File: config.mk
export PLATFORM = sky130hd
export DESIGN_NAME = ss_demagn_flat
export DESIGN_NICKNAME = d
export VERILOG_FILES = /design/src/rtl/ss_pkg.sv /design/src/rtl/ss_demagn_if.sv /design/src/rtl/ss_window_cnt.sv /design/src/rtl/ss_demagn.sv /design/src/flat_wrapper.sv
export SDC_FILE = /design/constraint.sdc
export NUM_CORES = 1
export LEC_CHECK = 0
export BUFFER_PORTS_ARGS = -buffer_cell sky130_fd_sc_hd__buf_2
export CAP_MARGIN = 20
export CORE_MARGIN = 2
export CORE_UTILIZATION = 50
export CTS_CLUSTER_DIAMETER = 80
export CTS_CLUSTER_SIZE = 28
export DETAILED_ROUTE_END_ITERATION = 8
export PLACE_DENSITY = 0.75
export SYNTH_ARGS = -nofsm -noshare
export SYNTH_HDL_FRONTEND = slang
export SYNTH_SLANG_ARGS = --single-unit
File: constraint.sdc
create_clock -name CLK -period 3.95 [get_ports CLK]
set_input_delay 0.395 -clock CLK [delete_from_list [all_inputs] [get_ports CLK]]
set_output_delay 0.395 -clock CLK [all_outputs]
set_load 0.005 [all_outputs]
File: src/rtl/ss_pkg.sv
// Shared types and parameter legality checks for the stochastic pulse de-stretcher.
package ss_pkg;

  typedef enum logic [0:0] {
    IDLE = 1'b0,
    RUN  = 1'b1
  } ss_state_e;

  // Legal iff run counter can hold LIMIT+1 and COUNT can hold a full window of pulses.
  function automatic bit params_ok(input int unsigned n, input int unsigned limit,
                                   input int unsigned window, input int unsigned w);
    bit ok;
    ok = (n >= 1) && (n <= 32) && (w >= 1) && (w <= 32) && (window >= 2);
    if (ok) begin
      ok = ((64'd1 << n) > (64'(limit) + 64'd1)) && ((64'd1 << w) > 64'(window));
    end
    return ok;
  endfunction

endpackage

File: src/rtl/ss_demagn_if.sv
// Stream-side bundle of the de-stretcher: stretched input plus regenerated pulse and rate outputs.
interface ss_demagn_if #(
  parameter int unsigned W = 16
) ();

  logic         IN;
  logic         OUT;
  logic         FMT_ERR;
  logic [W-1:0] COUNT;
  logic         COUNT_VALID;

  modport master (
    output IN,
    input  OUT,
    input  FMT_ERR,
    input  COUNT,
    input  COUNT_VALID
  );

  modport slave (
    input  IN,
    output OUT,
    output FMT_ERR,
    output COUNT,
    output COUNT_VALID
  );

endinterface

File: src/rtl/ss_window_cnt.sv
// Fixed-window pulse rate meter: publishes the pulse count of each completed WINDOW-cycle window.
module ss_window_cnt #(
  parameter int unsigned WINDOW = 256,
  parameter int unsigned W      = 16
) (
  input  logic         CLK,
  input  logic         INIT_N,
  input  logic         emit,
  output logic [W-1:0] count,
  output logic         count_valid
);

  localparam int unsigned WCW = (WINDOW > 2) ? $clog2(WINDOW) : 1;
  localparam logic [WCW-1:0] WLAST = WCW'(WINDOW - 1);

  logic [WCW-1:0] wcnt_q;
  logic [W-1:0]   pcnt_q;
  logic [W-1:0]   pcnt_inc_c;
  logic           last_c;
  logic [W-1:0]   count_q;
  logic           count_valid_q;

  // Saturating accumulate; a pulse on the closing cycle is folded into that window.
  always_comb begin
    pcnt_inc_c = pcnt_q;
    if (emit && (pcnt_q != {W{1'b1}})) begin
      pcnt_inc_c = pcnt_q + W'(1);
    end
    last_c = (wcnt_q == WLAST);
  end

  always_ff @(posedge CLK or negedge INIT_N) begin
    if (!INIT_N) begin
      wcnt_q        <= '0;
      pcnt_q        <= '0;
      count_q       <= '0;
      count_valid_q <= 1'b0;
    end else if (last_c) begin
      wcnt_q        <= '0;
      pcnt_q        <= '0;
      count_q       <= pcnt_inc_c;
      count_valid_q <= 1'b1;
    end else begin
      wcnt_q        <= wcnt_q + WCW'(1);
      pcnt_q        <= pcnt_inc_c;
      count_valid_q <= 1'b0;
    end
  end

  assign count       = count_q;
  assign count_valid = count_valid_q;

endmodule

File: src/rtl/ss_demagn.sv
// Stochastic pulse de-stretcher: turns LIMIT+1-cycle high runs back into single-cycle pulses,
// flags short runs, and meters the regenerated pulse rate per window.
module ss_demagn
  import ss_pkg::*;
#(
  parameter int unsigned N      = 16,
  parameter int unsigned LIMIT  = 5,
  parameter int unsigned WINDOW = 256,
  parameter int unsigned W      = 16
) (
  input  logic         CLK,
  input  logic         INIT_N,
  ss_demagn_if.slave   bus
);

  if (!params_ok(N, LIMIT, WINDOW, W)) begin : g_bad_params
    $fatal(1, "ss_demagn: illegal parameters N=%0d LIMIT=%0d WINDOW=%0d W=%0d",
           N, LIMIT, WINDOW, W);
  end

  localparam logic [N-1:0] RCNT_WRAP = N'(LIMIT);
  localparam logic [N-1:0] RLEN_FULL = N'(LIMIT + 1);

  ss_state_e    state_q, state_d;
  logic [N-1:0] rcnt_q, rcnt_d;
  logic [N-1:0] rlen_q, rlen_d;
  logic         emit_c;
  logic         fmt_err_d;
  logic         out_q;
  logic         fmt_err_q;

  always_ff @(posedge CLK or negedge INIT_N) begin
    if (!INIT_N) begin
      state_q   <= IDLE;
      rcnt_q    <= '0;
      rlen_q    <= '0;
      out_q     <= 1'b0;
      fmt_err_q <= 1'b0;
    end else begin
      state_q   <= state_d;
      rcnt_q    <= rcnt_d;
      rlen_q    <= rlen_d;
      out_q     <= emit_c;
      fmt_err_q <= fmt_err_d;
    end
  end

  // Pulses land on run offsets 0, LIMIT+1, 2(LIMIT+1), ...; RLEN only needs to reach LIMIT+1.
  always_comb begin
    state_d   = state_q;
    rcnt_d    = rcnt_q;
    rlen_d    = rlen_q;
    emit_c    = 1'b0;
    fmt_err_d = 1'b0;
    unique case (state_q)
      IDLE: begin
        if (bus.IN) begin
          emit_c  = 1'b1;
          state_d = RUN;
          rcnt_d  = '0;
          rlen_d  = N'(1);
        end
      end
      RUN: begin
        if (bus.IN) begin
          if (rcnt_q == RCNT_WRAP) begin
            emit_c = 1'b1;
            rcnt_d = '0;
          end else begin
            rcnt_d = rcnt_q + N'(1);
          end
          if (rlen_q < RLEN_FULL) begin
            rlen_d = rlen_q + N'(1);
          end
        end else begin
          state_d   = IDLE;
          fmt_err_d = (rlen_q < RLEN_FULL);
          rcnt_d    = '0;
          rlen_d    = '0;
        end
      end
      default: begin
        state_d = IDLE;
        rcnt_d  = '0;
        rlen_d  = '0;
      end
    endcase
  end

  ss_window_cnt #(
    .WINDOW (WINDOW),
    .W      (W)
  ) u_window_cnt (
    .CLK         (CLK),
    .INIT_N      (INIT_N),
    .emit        (emit_c),
    .count       (bus.COUNT),
    .count_valid (bus.COUNT_VALID)
  );

  assign bus.OUT     = out_q;
  assign bus.FMT_ERR = fmt_err_q;

endmodule

File: src/flat_wrapper.sv
// flat-port wrapper written by rule: the top's interface ports become plain ports
module ss_demagn_flat import ss_pkg::*;
#(
  parameter int unsigned N      = 16,
  parameter int unsigned LIMIT  = 5,
  parameter int unsigned WINDOW = 256,
  parameter int unsigned W      = 16
)
  (CLK, INIT_N, bus_IN, bus_OUT, bus_FMT_ERR, bus_COUNT, bus_COUNT_VALID);
  ss_demagn_if #(.W(W)) bus_i ();
  input  logic CLK;
  input  logic INIT_N;
  input wire logic [$bits(bus_i.IN)-1:0] bus_IN;
  output wire logic [$bits(bus_i.OUT)-1:0] bus_OUT;
  output wire logic [$bits(bus_i.FMT_ERR)-1:0] bus_FMT_ERR;
  output wire logic [$bits(bus_i.COUNT)-1:0] bus_COUNT;
  output wire logic [$bits(bus_i.COUNT_VALID)-1:0] bus_COUNT_VALID;
  assign bus_i.IN = bus_IN;
  assign bus_OUT = bus_i.OUT;
  assign bus_FMT_ERR = bus_i.FMT_ERR;
  assign bus_COUNT = bus_i.COUNT;
  assign bus_COUNT_VALID = bus_i.COUNT_VALID;
  ss_demagn #(.N(N), .LIMIT(LIMIT), .WINDOW(WINDOW), .W(W)) u_core (.CLK(CLK), .INIT_N(INIT_N), .bus(bus_i));
endmodule
Word level (Yosys, flattened, before mapping)
Cells that the tools add are included.
- bits in registers: 76
- output and inout bits: 19
- word-level logic and storage cells: 40
- add/sub/neg operators: 4
- $lt $le $gt $ge: 1
- equal/unequal tests: 5
- muxes and demuxes: 18
- bitwise logic cells: 1
- reduce and logical (&&, ||, !) cells: 2
- operators with widths (cell ; number):
    16-bit 2-to-1 mux ; 8
    16-bit case mux with 2 select lines ; 2
    16-bit by 1-bit adder with 16-bit output, second input constant ; 3
    16-bit by 3-bit == test with 1-bit output, second input constant ; 1
    16-bit by 3-bit < comparator with 1-bit output, second input constant ; 1
    16-bit inequality test, second input constant ; 1
    8-bit by 1-bit adder with 8-bit output, second input constant ; 1
    8-bit == test, second input constant ; 1
    8-bit 2-to-1 mux ; 1
    1-bit 2-to-1 mux ; 6
    3-bit inequality test, second input constant ; 1
    2-bit inequality test, second input constant ; 1
    1-bit case mux with 2 select lines ; 1
    2-bit AND reduction ; 1
    1-bit logical AND ; 1
    1-bit inverter ; 1

Depth between registers and ports, before layout
Gate-level depths: netlist of run 1.
- word-level depth: 7
- depth in mapped cells: 8
- depth with buffers taken out: 7

By module
A second synthesis of run 1 with hierarchy kept.
- cell total of the unflattened synthesis: 349
- area total of the unflattened synthesis: 3570.9 sq um
- modules (own cells, without submodules) (module ; instances ; cells an instance ; area each (sq um)):
    ss_window_cnt ; 1 ; 189 ; 1891.8
    ss_demagn ; 1 ; 160 ; 1679.1

Worst setup path after synthesis of run 1
Ideal clock, no wire load.
- kind: reg-to-reg
- from: register u_core.u_window_cnt.pcnt_q[0]
- to: register u_core.u_window_cnt.count_q[2] (netlist: u_core.u_window_cnt.count[2])
- setup time: 0.135 ns
- arrival time: 1.941 ns
- required time: 3.815 ns
- path slack: 1.873 ns
- stages on the path, launching flop included: 8
- buffers on the path: 1
- period minus slack after synthesis: 2.077 ns
- cell sequence: dfrtp_1 > ha_1 > nand4_1 > or4_1 > clkbuf_1 > nand4_1 > xor2_1 > o21ai_0
- longest elaborated chain between the ends: 3
- RTL lines (item ; RTL line ; text):
    start, declared ; ss_window_cnt.sv:17 ; logic [W-1:0] pcnt_q;
    start signal, assigned ; ss_window_cnt.sv:45 ; pcnt_q <= pcnt_inc_c;
    branches (longest 2 deep; another with 16-bit by 1-bit adder with 16-bit output) ; - ;
    16-bit 2-to-1 mux (*) ; ss_window_cnt.sv:26 ; if (emit && (pcnt_q != {W{1'b1}})) begin
    end signal, assigned ; ss_window_cnt.sv:41 ; count_q <= pcnt_inc_c;
    end, declared ; ss_window_cnt.sv:20 ; logic [W-1:0] count_q;
Mark *: on every way between the ends.
A chain may end at the register's enable or synchronous reset.

Worst setup path in the final report of run 1
- from: register u_core.rcnt_q[7]
- to: register u_core.u_window_cnt.count_q[1] (netlist: u_core.u_window_cnt.count[1])
- longest elaborated chain between the ends: 6
- RTL lines (item ; RTL line ; text):
    start, declared ; ss_demagn.sv:25 ; logic [N-1:0] rcnt_q, rcnt_d;
    start signal, assigned ; ss_demagn.sv:41 ; rcnt_q <= rcnt_d;
    16-bit by 3-bit == test with 1-bit output ; ss_demagn.sv:66 ; if (rcnt_q == RCNT_WRAP) begin
    1-bit 2-to-1 mux ; ss_demagn.sv:66 ;
    1-bit 2-to-1 mux ; ss_demagn.sv:65 ; if (bus.IN) begin
    1-bit case mux with 2 select lines ; ss_demagn.sv:55 ; unique case (state_q)
    1-bit logical AND ; ss_window_cnt.sv:26 ;
    16-bit 2-to-1 mux ; ss_window_cnt.sv:26 ;
No other way between the ends.

==> results of run 1 <==
==> through the flow <==
step           setup slack (ps)  utilization (%)
3_3_place_gp               1410             54.7
2_1_floorplan              1870                -
6_report                   1350             57.7
3_5_place_dp               1390             54.7
5_1_grt                    1180             57.7
4_1_cts                    1380             57.7
==> flip-flops by register name, indices dropped and copies added (netlist names) <==
name,count
u_core.u_window_cnt.pcnt_q,16
u_core.bus.FMT_ERR,1
u_core.u_window_cnt.count_valid,1
u_core.rlen_q,16
u_core.u_window_cnt.wcnt_q,8
u_core.rcnt_q,16
u_core.u_window_cnt.count,16
u_core.state_q,1
u_core.bus.OUT,1
==> path summary, 6_finish.rpt <==
check	start	end	slack (ps)	cells past startpoint
worst max-delay path	u_core.rcnt_q[7]	u_core.u_window_cnt.count[1]	1350	5
worst min-delay path	INIT_N	u_core.rlen_q[14]	180	1
worst max register to register	u_core.rcnt_q[7]	u_core.u_window_cnt.count[1]	1350	5
worst min register to register	u_core.u_window_cnt.wcnt_q[0]	u_core.u_window_cnt.wcnt_q[0]	460	1
max in group asynchronous	INIT_N	u_core.rlen_q[13]	3180	1
min in group CLK	bus_IN	u_core.state_q	370	1
==> kinds of logic (layout without fill, tap and decap cells) <==
logic type,Yosys count,count (layout),synth area share [%]
multiplexers,2,2,0.569
adder cells (fa/ha/maj),5,5,1.78
buffers and inverters,25,49,3.02
AO/OA/AOI/OAI,70,70,12.8
XOR/XNOR,23,23,5.72
flip-flops,76,76,54.0
AND/OR/NAND/NOR,153,153,22.1
==> routing by layer <==
| layer | part of all wire [%] | global-route usage, % |
|---|---|---|
| met1 | 47 | 26.4 |
| met2 | 47 | 30.6 |
| met3 | 4.5 | 4.81 |
| met4 | 1.3 | 6.57 |
| met5 | 0 | 0 |
==> worst max-delay path: stages, from the launching register on <==
cell	delay, ps
dfrtp_1	480
or4_1	630
o41ai_4	750
nand3_1	260
mux2i_1	240
a21oi_1	90
==> final cells by class <==
class | count | share of cell area (%)
sequential | 76 | 48.5
tap | 96 | 3.06
inverter | 10 | 0.957
clock inverter | 4 | 1.95
clock buffer | 10 | 3.25
multi-input combinational | 253 | 38.8
timing repair buffer | 25 | 3.51
==> placed cells by master, fill, tap and decap left out, types with 11 or more instances in the layout <==
master,instances
xor2_1,15
buf_2,20
nand2_1,30
nand4_1,20
o21ai_0,28
and2_1,11
nor2_1,40
dfrtp_1,76
nand3_1,16
==> report_power, final <==
| part | internal (W) | switching [W] |
|---|---|---|
| Clock | 0.000350 | 0.000283 |
| Sequential | 0.000819 | 0.0000544 |
| Combinational | 0.0000564 | 0.0000977 |
| Total | 0.00123 | 0.000435 |
==> qor.csv, run 1 <==
stage,metric,value,unit
cts,worst-skew pair later-pin latency,350,ps
layout,post-route insts no fill,474,
synthesis,mean post-synth cell area,9.95,sq um
layout,Ant. Diodes,0,
floorplan,row count,30,
global_route,first-pass GRT wire length,11600,um
synthesis,most numerous cell in the Yosys netlist,dfrtp_1,
min_path,Hold/Removal Path Class,input port to async pin,
routing,DRT iter0 DRCs,182,
timing,final clock skew,6.67,ps
worst_setup_path,"Arr. time, crit path",2810,ps
global_route,Total GRT Usage,19.4,%
power_and_ir_drop,VDD IR max,0.000263,V
cts,total clock sinks,76,
cts,"Hold-fix buffers, CTS",0,
place,dpl cell area,3720,sq um
floorplan,total core area,6790,sq um
power_and_ir_drop,Pleak,1.73,nW
power_and_ir_drop,Pwr Total,0.00166,W
timing,Setup TNS Final,0,ps
synthesis,synthesized area,3520,sq um
floorplan,Die Y,87.9,um
routing,wire length per cell,14.3,um
global_route,vias in the first global route,2494,
cts,post-CTS sizing,0,
floorplan,die width,87.9,um
worst_setup_path,startpoint types,flop,
synthesis,Main synth FF type,dfrtp_1,
timing,Final setup viols,0,
layout,nets@finish,383,
synthesis,synth cell count leaders,"76 x dfrtp_1, 40 x nor2_1, 30 x nand2_1",
floorplan,die area,7730,sq um
place,GP Congestion,0.818,
routing,DRC,0,
timing,hold violation count in the final report,0,
synthesis,synth warn,0,
timing,Peak Freq,0.385,GHz
floorplan,initial core utilization,51.8,%
synthesis,Synth area leaders,"dfrtp_1 54%, nor2_1 4.3%, o21ai_0 4.0%, xor2_1 3.7%, nand4_1 3.6%",
synthesis,Synth Instances,354,
synthesis,flop and latch count out of synthesis,76,
synthesis,asr flop ratio synth,100,%
place,HPWL Detailed,4420,um
floorplan,IO Pins,22,
timing,RSZ-0062 raised after global routing,no,
layout,fillcell total,583,
synthesis,cell taking the most area after synthesis,dfrtp_1,
worst_setup_path,Worst setup EP type,flop,
routing,DR vias/cell,5.63,
layout,fin area,3920,sq um
routing,via count,2669,
global_route,initial antenna violation count,0,
cts,post-CTS setup buffer count,0,
worst_setup_path,crit-path max FO,15,
routing,detailed-router iteration count before antenna repair,5,
timing,Max Slew Vio Count,0,
global_route,grt ovf,0,
layout,area of the multi-input gates,1520,sq um
timing,final worst path period need,2600,ps
routing,Total Wirelength,6800,um
layout,sequential cell area,1900,sq um
cts,H-Tree Depth,3,
timing,final worst-path cycle share,65.8,%
timing,Slew @ Worst Pin,921,ps
cts,clk slew on worst S/H paths,80,ps
synthesis,synth unique cells,40,
synthesis,syn nets,362,
timing,hold slack final,176,ps
synthesis,post-synth top area share,54.0,%
layout,share of cells above drive strength 1,11.4,%
cts,CTS tree,done,
place,number of buffers added on ports,21,
job,number of max-cap violations,0,
cts,Num CTS Buffers,9,
routing,Routed Antenna Nets,0,
worst_setup_path,WS Path Type,flop to flop,
cts,CTS Buffer Depth,2,
synthesis,Post-synth EDFFs,0,
synthesis,"Seq/Total Area, Yosys",54.0,%
place,dpl cells,460,
run_status,status,finished clean,
layout,Layout area overhead,11.4,%
power_and_ir_drop,Power Density,424,nW/um^2
cts,root cell of the clock tree,clkbuf_8,
global_route,largest net degree at the start of global routing,77,
worst_setup_path,Worst Path Required,4160,ps
timing,Worst slew margin,38.6,%
No activity file was read; power rests on OpenSTA's default activity.
==> run 2: changes to the inputs <==
==> constraint.sdc (replaced) <==
create_clock -name CLK -period 2.6 [get_ports CLK]
set_input_delay 0.26 -clock CLK [delete_from_list [all_inputs] [get_ports CLK]]
set_output_delay 0.26 -clock CLK [all_outputs]
set_load 0.005 [all_outputs]
==> qor.csv, run 2 (synthesized netlist as in run 1, its figures left out) <==
stage,metric,value,unit,change
power_and_ir_drop,sw frac,29.9,%,+3.7 points
layout,Final Core Density,57.8,%,+0.11 points
routing,Total Wirelength,6930,um,+1.9%
timing,Slew @ Worst Pin,935,ps,+13.7 ps
routing,DRC,0,,unchanged
global_route,first-pass GRT wire length,11800,um,+1.4%
worst_setup_path,WS Path Type,flop to flop,,
power_and_ir_drop,Clk pwr share,34.9,%,-3.2 points
cts,clk slew on worst S/H paths,80,ps,about the same
global_route,initial antenna violation count,0,,unchanged
timing,Worst slew margin,37.7,%,-0.92 points
worst_setup_path,startpoint types,flop,,
place,GP Congestion,0.873,,+6.8%
power_and_ir_drop,VDD IR max,0.000531,V,+100%
layout,Layout area overhead,11.6,%,
run_status,status,finished clean,,
power_and_ir_drop,Sequential Power Share,55.0,%,+2.4 points
worst_setup_path,r2r endpoint,u_core.u_window_cnt.count[1],,
worst_setup_path,FF-to-FF Start,u_core.u_window_cnt.pcnt_q[0],,
routing,DR vias/cell,5.65,,+0.34%
worst_setup_path,"slowest stage delay, CP",760,ps,about the same
worst_setup_path,slowest CP cell,or4_1,,
power_and_ir_drop,Pwr Total,0.00242,W,+46%
worst_setup_path,"Arr. time, crit path",2510,ps,-300 ps
timing,Setup TNS Final,0,ps,unchanged
job,number of max-cap violations,0,,unchanged
timing,RSZ-0062 raised after global routing,no,,
routing,Routed Antenna Nets,0,,unchanged
layout,"commonest non-fill, non-tap cell in the layout",dfrtp_1,,
floorplan,row count,30,,unchanged
layout,post-route insts no fill,480,,+1.3%
floorplan,die area,7730,sq um,unchanged
floorplan,IO Pins,22,,unchanged
timing,Peak Freq,0.434,GHz,+13%
cts,post-CTS setup buffer count,0,,unchanged
floorplan,initial core utilization,51.8,%,unchanged
worst_setup_path,Worst Path Required,2810,ps,-1350 ps
place,dpl cells,463,,+0.65%
cts,"Hold-fix buffers, CTS",0,,unchanged
cts,root cell of the clock tree,clkbuf_8,,
power_and_ir_drop,Pleak,1.74,nW,+0.58%
power_and_ir_drop,Logic pwr share,10.1,%,+0.8 points
cts,total clock sinks,76,,unchanged
min_path,Hold/Removal Path Class,input port to async pin,,
worst_setup_path,Worst setup EP type,flop,,
timing,hold violation count in the final report,0,,unchanged
worst_setup_path,critical-path cell list,ha_1 > nand4_1 > or4_1 > nand3_1 > mux2i_1 > a21oi_1,,
layout,Ant. Diodes,0,,unchanged
worst_setup_path,crit-path max FO,13,,-2
worst_setup_path,reg-to-reg setup timing slack,300,ps,-1060 ps
layout,share of cells above drive strength 1,13.0,%,+1.6 points
place,number of buffers added on ports,21,,unchanged
layout,most frequent cells in the layout,"76 x dfrtp_1, 40 x nor2_1, 30 x nand2_1",,
cts,H-Tree Depth,3,,unchanged
floorplan,die width,87.9,um,unchanged
global_route,Total GRT Usage,19.9,%,+0.47 points
global_route,vias in the first global route,2572,,+3.1%
routing,DRT iter0 DRCs,192,,+5.5%
timing,final worst path period need,2300,ps,-294 ps
cts,Num CTS Buffers,9,,unchanged
timing,Final setup viols,0,,unchanged
global_route,grt ovf,0,,unchanged
timing,final clock skew,8.25,ps,+1.58 ps
power_and_ir_drop,Switching Power,0.000723,W,+66%
place,HPWL Detailed,4540,um,+2.6%
worst_setup_path,cells on worst reg2reg path,6,,+1
floorplan,Die Y,87.9,um,unchanged
cts,CTS tree,done,,
routing,wire length per cell,14.4,um,+0.64%
cts,worst-skew pair later-pin latency,360,ps,about the same
routing,detailed-router iteration count before antenna repair,4,,-1
floorplan,total core area,6790,sq um,unchanged
global_route,largest net degree at the start of global routing,77,,unchanged
layout,nets@finish,387,,+1.0%
power_and_ir_drop,Internal Pwr Total,0.00170,W,+38%
timing,Final Worst Setup Slack,296,ps,-1060 ps
timing,Max Slew Vio Count,0,,unchanged
routing,via count,2712,,+1.6%
place,Place WS,383,ps,-1010 ps
cts,CTS Buffer Depth,2,,unchanged
timing,final worst-path cycle share,88.6,%,+23 points
power_and_ir_drop,Power Density,616,nW/um^2,+45%
cts,post-CTS sizing,0,,unchanged
## run 2: cell count changes in the layout (fill, tap and decap cells not counted), sizes merged
cell,previous run,this run
clkbuf,10,9
buf,25,29
bufinv,2,0
clkinvlp,1,2
inv,10,14
## run 2: worst max-delay path, delay by kind of cell, from the launching register on
kind,cells,cell delay [ps]
flip-flops,1,440
adder cells (fa/ha/maj),1,240
multiplexers,1,250
AND/OR/NAND/NOR,3,1130
AO/OA/AOI/OAI,1,90
## run 2: worst max-delay path by stage
stage | from | endpoint | slack, ps
CTS | u_core.u_window_cnt.pcnt_q[0] | u_core.u_window_cnt.count[1] | 330
global placement | u_core.state_q | u_core.rlen_q[5] | 400
finish | u_core.u_window_cnt.pcnt_q[0] | u_core.u_window_cnt.count[1] | 300
floorplan | u_core.u_window_cnt.pcnt_q[0] | u_core.u_window_cnt.count[2] | 520
detailed placement | u_core.u_window_cnt.pcnt_q[0] | u_core.u_window_cnt.count[1] | 380
global route | u_core.u_window_cnt.pcnt_q[0] | u_core.u_window_cnt.count[1] | 180
## run 2: layer usage
| layer | up-vias | global-route usage [%] | share of wire (%) |
|---|---|---|---|
| met5 | - | 0 | 0 |
| met4 | 0 | 8.67 | 1.9 |
| met3 | 15 | 4.90 | 3.9 |
| met2 | 56 | 31.0 | 47 |
| met1 | 1326 | 26.5 | 47 |
| li1 | 1315 | - | - |
## run 2: final cells by class
type,instances,area [sq um]
clock inverter,7,57.6
fill,584,2870
inverter,10,37.5
timing repair buffer,29,168
clock buffer,9,124
sequential,76,1900
tap,96,120
multi-input combinational,253,1520
## run 2: stage by stage
stage          area, sq um  hold WS, ps
5_1_grt               3930          120
6_report              3930         24.6
3_5_place_dp          3740          452
2_1_floorplan         3520        -35.6
4_1_cts               3920         72.6
3_3_place_gp          3740          439
## run 2: power by group through the flow
| stage | sequential [W] | clock (W) | combinational [W] |
|---|---|---|---|
| 5_1_grt | 0.00134 | 0.000911 | 0.000283 |
| 2_1_floorplan | 0.00133 | 0 | 0.000171 |
| 4_1_cts | 0.00133 | 0.000862 | 0.000246 |
| 3_3_place_gp | 0.00134 | 0 | 0.000232 |
| 6_report | 0.00133 | 0.000844 | 0.000244 |
| 3_5_place_dp | 0.00135 | 0 | 0.000242 |
==> run 3: changes to the inputs <==
--- a/config.mk
+++ b/config.mk
@@ -15,4 +15,5 @@
 export PLACE_DENSITY = 0.75
 export SYNTH_ARGS = -nofsm -noshare
 export SYNTH_HDL_FRONTEND = slang
+export SYNTH_HIERARCHICAL = 1
 export SYNTH_SLANG_ARGS = --single-unit
==> qor.csv, run 3 <==
stage,metric,value,unit,change
cts,Num CTS Buffers,9,,unchanged
cts,"Hold-fix buffers, CTS",0,,unchanged
worst_setup_path,reg-to-reg setup timing slack,190,ps,-100 ps
synthesis,synth cell count leaders,"76 x dfrtp_1, 31 x nand2_1, 25 x o21ai_0",,
place,number of buffers added on ports,21,,unchanged
layout,share of cells above drive strength 1,18.3,%,+5.3 points
worst_setup_path,Worst setup EP type,flop,,
cts,root cell of the clock tree,clkbuf_8,,
routing,Routed Antenna Nets,0,,unchanged
routing,DRT iter0 DRCs,138,,-28%
timing,RSZ-0062 raised after global routing,no,,
synthesis,synth warn,6,,+6
synthesis,"Seq/Total Area, Yosys",53.3,%,-0.76 points
power_and_ir_drop,Pleak,1.86,nW,+7.0%
cts,CTS tree,done,,
place,dpl cell area,3870,sq um,+3.6%
synthesis,asr flop ratio synth,100,%,unchanged
routing,wire length per cell,14.6,um,+1.2%
routing,detailed-router iteration count before antenna repair,4,,unchanged
worst_setup_path,cells on worst reg2reg path,9,,+3
worst_setup_path,crit path launch,u_core/rcnt_q[1],,
worst_setup_path,startpoint types,flop,,
synthesis,Synth Instances,349,,-1.4%
global_route,initial antenna violation count,0,,unchanged
place,Place WS,-6.20,ps,-390 ps
cts,total clock sinks,76,,unchanged
timing,final clock skew,7.33,ps,-0.923 ps
worst_setup_path,Worst Path Required,2870,ps,+60 ps
layout,Ant. Diodes,0,,unchanged
worst_setup_path,slowest CP cell,or4b_1,,
place,HPWL Detailed,4760,um,+4.9%
layout,most frequent cells in the layout,"76 x dfrtp_1, 31 x nand2_1, 25 x o21ai_0",,
cts,H-Tree Depth,3,,unchanged
routing,DR vias/cell,5.64,,-0.20%
timing,Worst slew margin,37.4,%,-0.27 points
synthesis,synth unique cells,55,,+38%
worst_setup_path,"slowest stage delay, CP",530,ps,-230 ps
layout,"commonest non-fill, non-tap cell in the layout",dfrtp_1,,
global_route,largest net degree at the start of global routing,77,,unchanged
floorplan,die width,88.5,um,+0.68%
global_route,vias in the first global route,2704,,+5.1%
synthesis,Synth area leaders,"dfrtp_1 53%, o21ai_0 3.5%, nand2_1 3.3%, and2_1 2.8%, nor2_1 2.5%",,
layout,fillcell total,591,,+1.2%
cts,worst-skew pair later-pin latency,350,ps,about the same
worst_setup_path,crit-path most repeated cell,nand4_1,,
floorplan,row count,30,,unchanged
floorplan,total core area,6870,sq um,+1.1%
floorplan,IO Pins,22,,unchanged
synthesis,mean post-synth cell area,10.2,sq um,+2.9%
timing,final worst-path cycle share,92.5,%,+3.9 points
synthesis,cell taking the most area after synthesis,dfrtp_1,,
power_and_ir_drop,VDD IR max,0.000392,V,-26%
worst_setup_path,r2r endpoint,u_core/u_window_cnt/count[15],,
timing,Final Worst Setup Slack,195,ps,-101 ps
timing,hold slack final,41.3,ps,+16.6 ps
layout,area of the multi-input gates,1580,sq um,+4.2%
floorplan,initial core utilization,52.0,%,+0.16 points
routing,Total Wirelength,7070,um,+2.0%
timing,Final setup viols,0,,unchanged
synthesis,most numerous cell in the Yosys netlist,dfrtp_1,,
worst_setup_path,CP Buf/Inv Count,1,,+1
min_path,Hold/Removal Path Class,input port to async pin,,
synthesis,synthesized area,3570,sq um,+1.4%
floorplan,Die Y,88.5,um,+0.68%
synthesis,syn nets,357,,-1.4%
timing,Peak Freq,0.416,GHz,-4.2%
routing,via count,2729,,+0.63%
job,number of max-cap violations,0,,unchanged
cts,clk slew on worst S/H paths,80,ps,about the same
global_route,grt ovf,0,,unchanged
timing,Slew @ Worst Pin,939,ps,+4.06 ps
global_route,Total GRT Usage,20.0,%,+0.096 points
timing,final worst path period need,2410,ps,+101 ps
worst_setup_path,crit-path leading delay family,simple AND/OR/NAND/NOR gates,,
place,dpl cells,469,,+1.3%
synthesis,post-synth top area share,53.3,%,-0.76 points
worst_setup_path,"Arr. time, crit path",2680,ps,+170 ps
layout,nets@finish,392,,+1.3%
run_status,status,finished clean,,
synthesis,flop and latch count out of synthesis,76,,unchanged
worst_setup_path,crit-path max FO,4,,-9
synthesis,Main synth FF type,dfrtp_1,,
layout,fin area,4120,sq um,+4.8%
worst_setup_path,WS Path Type,flop to flop,,
routing,DRC,0,,unchanged
timing,Max Slew Vio Count,0,,unchanged
cts,CTS Buffer Depth,2,,unchanged
layout,post-route insts no fill,484,,+0.83%
layout,sequential cell area,1900,sq um,unchanged
layout,Layout area overhead,15.3,%,
worst_setup_path,FF-to-FF Start,u_core/rcnt_q[1],,
floorplan,die area,7830,sq um,+1.4%
place,GP Congestion,0.800,,-8.4%
timing,hold violation count in the final report,0,,unchanged
power_and_ir_drop,Power Density,625,nW/um^2,+1.6%
worst_setup_path,critical-path cell list,inv_1 > ha_1 > nor4b_4 > nand4_1 > a21boi_2 > and3_1 > nand4_1 > or4b_1 > a31oi_1,,
global_route,first-pass GRT wire length,12200,um,+3.7%
synthesis,Post-synth EDFFs,0,,unchanged
run 3: cell types whose count changed in the layout (fill, tap and decap cells not counted), moves of 7 or more:
cell and change:
buf_4 +12, nor2_1 -16, xor2_1 -10, a21oi_1 +7, nand4_1 -12, a21o_1 +7, o21ai_1 -10
run 3: power breakdown:
group	internal, W	total, W	switching, W
clock network	0.000592	0.00100	0.000413
registers	0.00124	0.00131	0.0000693
logic	0.000106	0.000263	0.000157
run 3: worst max path at each step:
| stage | to | slack, ps | depth (start not counted) |
|---|---|---|---|
| 2_1_floorplan | u_core/u_window_cnt/count[15] | 60 | 10 |
| 3_3_place_gp | u_core/u_window_cnt/count[15] | 110 | 9 |
| 3_5_place_dp | u_core/u_window_cnt/count[15] | -6 | 9 |
| 4_1_cts | u_core/u_window_cnt/count[15] | 80 | 9 |
| 5_1_grt | u_core/u_window_cnt/count[13] | 50 | 9 |
| 6_report | u_core/u_window_cnt/count[15] | 190 | 9 |
run 3: worst register-to-register path, stage by stage, from the launching register on:
cell	delay [ps]
dfrtp_1	380
inv_1	70
ha_1	140
nor4b_4	260
nand4_1	160
a21boi_2	220
and3_1	260
nand4_1	130
or4b_1	530
a31oi_1	170
run 3: kinds of logic (layout without fill, tap and decap cells):
group,after synthesis,after routing,share of synthesized area [%]
simple gates,146,146,22.8
compound gates,80,80,14.7
flops,76,76,53.3
buf+inv,25,64,3.08
xor+xnor,10,10,2.45
mux,7,7,1.96
fa+ha+maj,5,5,1.75
run 3: final cells by class:
cell class	count	area share, %
sequential	76	46.2
multi-input combinational	248	38.5
timing repair buffer	41	6.26
clock buffer	12	3.77
clock inverter	3	1.67
tap	96	2.92
inverter	8	0.729
run 3: what timing repair did:
action | in CTS | in global routing
buffers inserted | 0 | 0
gates resized for setup | 1 | 3
setup endpoints to repair | 1 | 12
cloned | 0 | 0
run 3: layer usage:
layer  up-vias  part of all wire, %  global-route usage [%]
met5         -                    0                       0
li1       1339                    -                       -
met3         6                  4.9                    5.78
met1      1318                   48                    26.6
met4         0                 0.78                    5.10
met2        66                   47                    32.3
run 3: per-stage QoR:
stage               utilization, %  power, W  TNS, ps
global placement              56.4   0.00158        0
CTS                           59.7   0.00260        0
floorplan                        -   0.00149        0
finish                        59.9   0.00258        0
global route                  59.9   0.00270        0
detailed placement            56.4   0.00159    -6.20
